--- config.mk ---
export PLATFORM = sky130hd
export DESIGN_NAME = sign_apply_serial
export DESIGN_NICKNAME = d
export VERILOG_FILES = /design/src/rtl/sign_apply_pkg.sv /design/src/rtl/sign_apply_serial_digit_cond_neg.sv /design/src/rtl/sign_apply_serial.sv
export SDC_FILE = /design/constraint.sdc
export NUM_CORES = 1
export LEC_CHECK = 0
export BUFFER_PORTS_ARGS = -buffer_cell sky130_fd_sc_hd__buf_2
export CAP_MARGIN = 5
export CORE_ASPECT_RATIO = 0.8
export CORE_UTILIZATION = 57
export DETAILED_ROUTE_END_ITERATION = 8
export GPL_TIMING_DRIVEN = 0
export HOLD_SLACK_MARGIN = 0.05
export PLACE_DENSITY = 0.83
export SLEW_MARGIN = 20
export SYNTH_ARGS = -nofsm -noshare
export SYNTH_HDL_FRONTEND = slang
export SYNTH_SLANG_ARGS = --single-unit
export TNS_END_PERCENT = 50
--- constraint.sdc ---
create_clock -name clk_i -period 3 [get_ports clk_i]
set_input_delay 0.9 -clock clk_i [delete_from_list [all_inputs] [get_ports clk_i]]
set_output_delay 0.9 -clock clk_i [all_outputs]
set_load 0.01 [all_outputs]
--- src/rtl/sign_apply_pkg.sv ---
// Shared types and helpers for the digit-serial sign-apply unit.
package sign_apply_pkg;

   typedef enum logic [1:0] {IDLE, BUSY, DONE} sa_state_e;

   function automatic int sa_num_digits(input int width, input int digit);
      return width / digit;
   endfunction

endpackage

--- src/rtl/sign_apply_serial_digit_cond_neg.sv ---
// One digit of conditional negation: r = (mag ^ {sign}) + cin, with the carry
// chain shape chosen by speed (0 ripple, 1 Brent-Kung, 2 Sklansky).
module digit_cond_neg #(
   parameter int digit = 4,
   parameter int speed = 1
) (
   input  logic [digit-1:0] mag,
   input  logic             sign,
   input  logic             cin,
   output logic [digit-1:0] r,
   output logic             cout
);

   localparam int LV = $clog2(digit);

   logic [digit-1:0] d;
   logic [digit-1:0] p;
   logic [digit-1:0] c;

   assign d = mag ^ {digit{sign}};

   // Adding a lone carry-in only needs the AND-prefix of d: carry into bit i
   // is cin & d[i-1:0] all ones.
   always_comb begin
      p = d;
      if (speed == 0) begin
         for (int i = 1; i < digit; i++) p[i] = p[i] & p[i-1];
      end else if (speed == 2) begin
         for (int l = 0; l < LV; l++)
            for (int i = 0; i < digit; i++)
               if (((i >> l) & 1) == 1) p[i] = p[i] & p[((i >> l) << l) - 1];
      end else begin
         for (int l = 0; l < LV; l++)
            for (int i = 0; i < digit; i++)
               if (((i + 1) % (1 << (l + 1))) == 0) p[i] = p[i] & p[i - (1 << l)];
         for (int l = LV - 1; l >= 0; l--)
            for (int i = 0; i < digit; i++)
               if ((((i + 1) % (1 << (l + 1))) == (1 << l)) && (i >= (1 << (l + 1))))
                  p[i] = p[i] & p[i - (1 << l)];
      end
   end

   always_comb begin
      c = '0;
      c[0] = cin;
      for (int i = 1; i < digit; i++) c[i] = cin & p[i-1];
   end

   assign r    = d ^ c;
   assign cout = cin & p[digit-1];

endmodule

--- src/rtl/sign_apply_serial.sv ---
// Digit-serial Z = sign ? -MAG : MAG with overflow flag and valid/ready handshakes.
// Define SIGN_APPLY_SAT_EN to saturate z_o on overflow instead of wrapping.
module sign_apply_serial
   import sign_apply_pkg::*;
#(
   parameter int width = 16,
   parameter int digit = 4,
   parameter int speed = 1
) (
   input  logic             clk_i,
   input  logic             rst_ni,
   input  logic             in_valid_i,
   output logic             in_ready_o,
   input  logic [width-1:0] mag_i,
   input  logic             sign_i,
   output logic             out_valid_o,
   input  logic             out_ready_i,
   output logic [width-1:0] z_o,
   output logic             ovf_o
);

   localparam int ND = sa_num_digits(width, digit);
   localparam int CW = (ND > 1) ? $clog2(ND) : 1;
   localparam logic [digit-1:0] LOW_MASK = {digit{1'b1}} >> 1;
   localparam logic [width-1:0] Z_MIN = {1'b1, {(width-1){1'b0}}};
   localparam logic [width-1:0] Z_MAX = {1'b0, {(width-1){1'b1}}};

   if (((width % digit) != 0) || (width < 2)) begin : g_param_chk
      $error("sign_apply_serial: digit must divide width and width must be >= 2");
   end

   sa_state_e state, state_nx;

   logic [CW-1:0]          cnt;
   logic                   carry;
   logic                   nz_low;
   logic                   sign_q;
   logic [width-1:0]       mag_sh;
   logic [width-1:0]       z_q;
   logic                   ovf_q;
   logic                   last;
   logic                   accept;
   logic [digit-1:0]       dig_r;
   logic                   dig_c;
   logic                   nz_dig;
   logic                   ovf_nx;
   logic [width+digit-1:0] z_cat;
   logic [width-1:0]       z_nx;
   logic [width-1:0]       z_fin;

   assign last   = (cnt == CW'(ND - 1));
   assign accept = in_valid_i & in_ready_o;

   always_ff @(posedge clk_i or negedge rst_ni) begin
      if (!rst_ni) state <= IDLE;
      else         state <= state_nx;
   end

   always_comb begin
      state_nx    = state;
      in_ready_o  = 1'b0;
      out_valid_o = 1'b0;
      case (state)
         IDLE: begin
            in_ready_o = 1'b1;
            if (in_valid_i) state_nx = BUSY;
         end
         BUSY:    if (last) state_nx = DONE;
         DONE: begin
            out_valid_o = 1'b1;
            if (out_ready_i) state_nx = IDLE;
         end
         default: state_nx = IDLE;
      endcase
   end

   // The magnitude is consumed from the bottom; the result fills in from the top.
   digit_cond_neg #(.digit(digit), .speed(speed)) u_digit (
      .mag  (mag_sh[digit-1:0]),
      .sign (sign_q),
      .cin  (carry),
      .r    (dig_r),
      .cout (dig_c)
   );

   always_comb begin
      // On the last digit the top magnitude bit is the overflow candidate, not part of nz_low.
      nz_dig = last ? |(mag_sh[digit-1:0] & LOW_MASK) : |mag_sh[digit-1:0];
      ovf_nx = mag_sh[digit-1] & (~sign_q | nz_low | nz_dig);
      z_cat  = {dig_r, z_q};
      z_nx   = z_cat[width+digit-1:digit];
`ifdef SIGN_APPLY_SAT_EN
      z_fin  = ovf_nx ? (sign_q ? Z_MIN : Z_MAX) : z_nx;
`else
      z_fin  = z_nx;
`endif
   end

   always_ff @(posedge clk_i or negedge rst_ni) begin
      if (!rst_ni) begin
         cnt    <= '0;
         carry  <= 1'b0;
         nz_low <= 1'b0;
         sign_q <= 1'b0;
         mag_sh <= '0;
         z_q    <= '0;
         ovf_q  <= 1'b0;
      end else if (accept) begin
         cnt    <= '0;
         carry  <= sign_i;
         nz_low <= 1'b0;
         sign_q <= sign_i;
         mag_sh <= mag_i;
         ovf_q  <= 1'b0;
      end else if (state == BUSY) begin
         carry  <= dig_c;
         nz_low <= nz_low | nz_dig;
         mag_sh <= mag_sh >> digit;
         if (last) begin
            cnt   <= '0;
            z_q   <= z_fin;
            ovf_q <= ovf_nx;
         end else begin
            cnt   <= cnt + 1'b1;
            z_q   <= z_nx;
         end
      end
   end

   assign z_o   = z_q;
   assign ovf_o = ovf_q;

endmodule

Yosys cells after proc, flatten, opt, wreduce, memory -nomap -nowiden
Cells that the tools add are included.
{"block": "word_totals", "regBits": 40, "input_bits": 21, "out_inout_bits": 19, "wordCells": 59}
{"block": "op_classes", "n_addsub": 1, "n_eq_ne": 6, "muxes": 19, "n_bitwise": 17, "reduce_logical": 8}
{"cell": "$mux W16", "n": 2}
{"cell": "$mux W2", "n": 6}
{"cell": "$and A1 B1 Y1", "n": 10}
{"cell": "$mux W1", "n": 10}
{"cell": "$xor A4 B4 Y4", "n": 2}
{"cell": "$ne A2 B2 Y1 const B", "n": 3}
{"cell": "$pmux W2 S3", "n": 1}
{"cell": "$eq A2 B2 Y1 const B", "n": 2}
{"cell": "$reduce_and A2 Y1", "n": 2}
{"cell": "$reduce_bool A2 Y1", "n": 2}
{"cell": "$reduce_or A4 Y1", "n": 1}
{"cell": "$or A1 B1 Y1", "n": 3}
{"cell": "$reduce_and A3 Y1", "n": 1}
{"cell": "$reduce_or A3 Y1", "n": 1}
{"cell": "$add A2 B1 Y2 const B", "n": 1}
{"cell": "$eq A2 B1 Y1 const B", "n": 1}
{"cell": "$logic_not A2 Y1", "n": 1}
{"cell": "$not A1 Y1", "n": 2}

Depth between registers and ports, before layout
{"block": "logic_depth", "ltp_word": 7, "mapped_depth": 6, "ltp_nobuf": 5}

Modules after synthesis
From an unflattened synthesis, not the netlist that was laid out.
{"block": "hier_totals", "cells_unflattened": 199, "area_unflattened_um2": 1849.3}
{"mod": "sign_apply_serial", "n_inst": 1, "cells_each": 176, "area_per_inst_um2": 1684.1, "seq_area_each_um2": 1001.0}
{"mod": "digit_cond_neg", "n_inst": 1, "cells_each": 23, "area_per_inst_um2": 165.2, "seq_area_each_um2": 0.0}

Least setup slack after synthesis
No wires, ideal clock.
{"block": "synth_timing", "kind": "input port to flip-flop", "start": "input port in_valid_i", "end": "register mag_sh[13]", "setup_time_ps": 124, "t_arrival_ps": 1489, "required_ps": 2876, "setup_slack_ps": 1387, "cell_stages": 3, "cell_sequence": "nor3b_4 buf_2 o21ai_1"}
{"block": "synth_via", "elab_chain_len": 2, "word_cells_on_any_way": 3}
{"item": "from (decl)", "line": "sign_apply_serial.sv:12", "source": "input logic in_valid_i,"}
{"item": "$and A1 B1 Y1 (*)", "line": "sign_apply_serial.sv:52", "source": "assign accept = in_valid_i & in_ready_o;"}
{"item": "$mux W16 / $reduce_bool A2 Y1 (equally long branches)"}
{"item": "to (signal assigned)", "line": "sign_apply_serial.sv:113", "source": "mag_sh <= mag_i;"}
{"item": "to (signal assigned)", "line": "sign_apply_serial.sv:118", "source": "mag_sh <= mag_sh >> digit;"}
{"item": "to (decl)", "line": "sign_apply_serial.sv:38", "source": "logic [width-1:0] mag_sh;"}
Every way passes the cells marked *; elsewhere a longest branch is shown, timed or not.
A chain may end at the register's enable or synchronous reset.

Worst setup path after layout
{"block": "layout_timing", "start": "register state[0]", "end": "output port out_valid_o"}
{"block": "layout_via", "elab_chain_len": 2}
{"item": "from (decl)", "line": "sign_apply_serial.sv:32", "source": "sa_state_e state, state_nx;"}
{"item": "from (signal assigned)", "line": "sign_apply_serial.sv:56", "source": "else state <= state_nx;"}
{"item": "$eq A2 B2 Y1", "line": "sign_apply_serial.sv:63", "source": "case (state)"}
{"item": "$mux W1", "line": "sign_apply_serial.sv:63"}
{"item": "to (decl)", "line": "sign_apply_serial.sv:16", "source": "output logic out_valid_o,"}
No other way between the ends.

==> results by group <==
Power
  • Reg power frac: 37.7%
  • Tot Pwr: 2.546 mW
  • Switch Pwr: 1.048 mW
  • Power Density: 1169 nW/um2
  • P_int: 1.498 mW
  • Clock network fraction of total power: 17.2%
  • Logic pwr share: 45.1%
  • Leakage Power: 1.156 nW
  • Sw Ratio: 41.17%
  • Peak supply drop: 0.5805 mV

Global route
  • Total track usage: 27.68%
  • Grt ovf: 0
  • Global-route wire length before repair: 6824 um
  • Vias in the first global route: 1467
  • Pin count of the biggest net entering global routing: 41
  • Initial antenna violation count: 0

Min path
  • Hold crit path type: reg -> reg
  • Worst hold stages: 2

Clocking
  • Clock-pin slew on the worst setup and hold paths: 0.08 ns
  • Root buf cell: clkbuf_8
  • Worst-case clock buffer depth: 2
  • Clock sinks: 40
  • H-tree lvl count: 2
  • CTS tree: yes
  • Postcts setup bufs: 0
  • Post_cts resized: 0
  • CTS Hold Bufs: 0
  • Skew-Pair Late Insertion Delay: 0.30 ns
  • TritonCTS Buffers: 5

Worst setup path
  • Critical Path AT: 1.08 ns
  • Startpoint type of the worst setup path: flip-flop
  • Critical Path RT: 2.10 ns
  • CP Capture Type: output port
  • Max FO, Critical Path: 9
  • FF-to-FF path depth: 3
  • CP Class: reg -> out

Finish
  • Layout Cells excl Fill: 277
  • Layout cell share with drive strength beyond 1: 25.10%
  • Final instance area: 2178 um2
  • N_diodes: 0
  • Final net count: 261
  • Layout Area Growth over Synthesis: 19.17%
  • Fill count: 222

Die
  • # IOs: 40
  • Starting Density: 63.19%
  • Site Rows: 17
  • Die area: 3439 um2
  • Chip Height: 52.65 um
  • Die Wd: 65.32 um
  • Core area: 2893 um2

Synthesis
  • Yosys reg bits: 40
  • Yosys warning count: 0
  • Synth Instances: 192
  • Synth Area in Compound Gates: 13.21%
  • Syn Area/Cell: 9.521 um2
  • Cell Area, Synth: 1828 um2
  • Xor/xnor share of the synthesized area: 1.916%
  • Seq/Total Area, Yosys: 54.76%
  • Post-synthesis cell type count: 37
  • Post-synthesis simple-gate area fraction: 24.16%
  • Largest family of logic cells by synthesized area: simple AND/OR/NAND/NOR gates
  • Post-synthesis mux area share: 0%
  • Synthesized Nets: 215
  • Synth Area in Adders: 1.369%

Timing
  • TNS Setup: 0 ns
  • Final Skew: 0.007343 ns
  • Tmin final: 1.984 ns
  • Worst slew pin tran: 0.8566 ns
  • Final Cycle Share: 66.15%
  • Fmax: 503.9 MHz
  • Final hold vios: 0
  • Relative slew slack: 42.89%
  • Final setup violation count: 0
  • Setup ws final: 1.016 ns
  • Unrepaired setup endpoints after global routing: false
  • Slew Limit Fails: 0

Placed design
  • Post-Place Worst Slack: 1.033 ns
  • Placed insts: 269
  • Placed wire-length estimate: 2800 um
  • Placed inst area: 2071 um2
  • RePlAce Congestion: 0.8921
  • # port buffers: 39

Detailed routing
  • WL per Instance: 14.79 um
  • DRC errors left: 0
  • Via count: 1530
  • Vias/cell: 5.523
  • DRT Pass-1 Iters: 4
  • WL final: 4097 um
  • Iter 0 DRT Violations: 87
  • Post-route ant nets: 0

Job
  • Max_cap viols: 0

Status
  • Status: complete, no violations
==> power by group through the flow <==
stage	clock network, mW	logic [mW]	registers, mW
after floorplan	0	0.759	0.977
after global placement	0	1.09	0.945
after detailed placement	0	1.13	0.962
after CTS	0.445	1.15	0.952
after global routing	0.461	1.29	0.984
final	0.438	1.15	0.960
==> stage by stage <==
| stage | util (%) | hold slack [ns] |
|---|---|---|
| 2_1_floorplan | - | 0.4463 |
| 3_3_place_gp | 71.58 | 0.4535 |
| 3_5_place_dp | 71.58 | 0.4569 |
| 4_1_cts | 75.30 | 0.4770 |
| 5_1_grt | 75.30 | 0.5000 |
| 6_report | 75.30 | 0.4716 |
==> cells by family (layout without fill, tap and decap cells) <==
kind of cell	Yosys count	count (layout)
xor gates and xnor gates	4	4
and+or+nand+nor	97	97
adders and majority gates	2	2
buffers and inverters	15	62
DFF	40	40
AOI/OAI and AO/OA	34	34
==> flip-flops by register name (all words and copies together) (netlist names) <==
register,cells
state,2
nz_low,1
carry,1
ovf_o,1
z_o,16
mag_sh,16
sign_q,1
cnt,2
==> worst max-delay path: stages, from the launching register on <==
cell     delay [ns]
dfrtp_1        0.37
buf_6          0.13
nor2b_1        0.13
buf_2          0.15
==> placed cells by master, fill, tap and decap left out, types with 3 or more instances in the layout <==
master,count
a21oi_1,3
a22oi_1,12
buf_2,46
clkbuf_1,3
clkbuf_8,5
dfrtp_1,40
inv_1,3
nand2_1,79
o21ai_1,7
xnor2_1,3
==> metal layers <==
layer	part of all wire, %	routed length [um]	track usage [%]
met1	44	1810	36.49
met2	48	1961	43.13
met3	6.6	272	8.043
met4	1.3	53	11.23
met5	0	0	0
==> Yosys cell counts <==
cell type | count | area share (%)
a21bo_1 | 1 | 0.55
a21o_1 | 2 | 0.82
a21oi_1 | 3 | 0.82
a221o_1 | 1 | 0.55
a22o_1 | 1 | 0.48
a22oi_1 | 12 | 4.9
a2bb2oi_1 | 1 | 0.48
a32oi_1 | 1 | 0.48
and2b_4 | 1 | 0.55
and4b_1 | 1 | 0.55
buf_2 | 7 | 1.9
buf_4 | 1 | 0.41
buf_6 | 2 | 1.2
clkbuf_1 | 2 | 0.41
dfrtp_1 | 40 | 55
ha_1 | 2 | 1.4
inv_1 | 3 | 0.62
nand2_1 | 79 | 16
nand2b_1 | 2 | 0.68
nand3_1 | 2 | 0.55
nand3b_1 | 2 | 0.82
nor2_1 | 2 | 0.41
nor2b_1 | 1 | 0.34
nor3b_1 | 1 | 0.41
nor3b_4 | 1 | 1.0
nor4_1 | 1 | 0.34
nor4b_2 | 1 | 0.82
o2111ai_1 | 2 | 0.96
o21ai_1 | 7 | 1.9
o21bai_1 | 1 | 0.41
o22ai_1 | 1 | 0.34
o311ai_1 | 1 | 0.48
or3_1 | 1 | 0.34
or3b_1 | 1 | 0.48
or4_4 | 1 | 0.62
xnor2_1 | 3 | 1.4
xor2_1 | 1 | 0.48
==> path summary, 6_finish.rpt <==
kind                                       startpoint                endpoint  slack [ns]
worst max register to register  mag_sh[1]$_DFFE_PN0P_       ovf_o$_DFFE_PN0P_        1.44
worst max-delay path             state[0]$_DFFE_PN0P_             out_valid_o        1.02
min in group asynchronous                      rst_ni  mag_sh[13]$_DFFE_PN0P_        0.71
max in group asynchronous                      rst_ni      z_o[0]$_DFFE_PN0P_        1.75
worst min-delay path               z_o[3]$_DFFE_PN0P_      z_o[3]$_DFFE_PN0P_        0.47
worst min register to register     z_o[3]$_DFFE_PN0P_      z_o[3]$_DFFE_PN0P_        0.47
==> cell type report <==
class | count | area, um2 | share of cell area (%)
clock inverters | 2 | 35.03 | 1.608
repair buffers | 39 | 195.2 | 8.960
flip-flops and latches | 40 | 1001 | 45.95
clock buffers | 6 | 72.57 | 3.331
well taps | 38 | 47.55 | 2.183
multi-input cells | 137 | 743.2 | 34.12
inverters | 3 | 11.26 | 0.5169
plain buffers | 12 | 72.57 | 3.331
No activity file was read; power rests on OpenSTA's default activity.
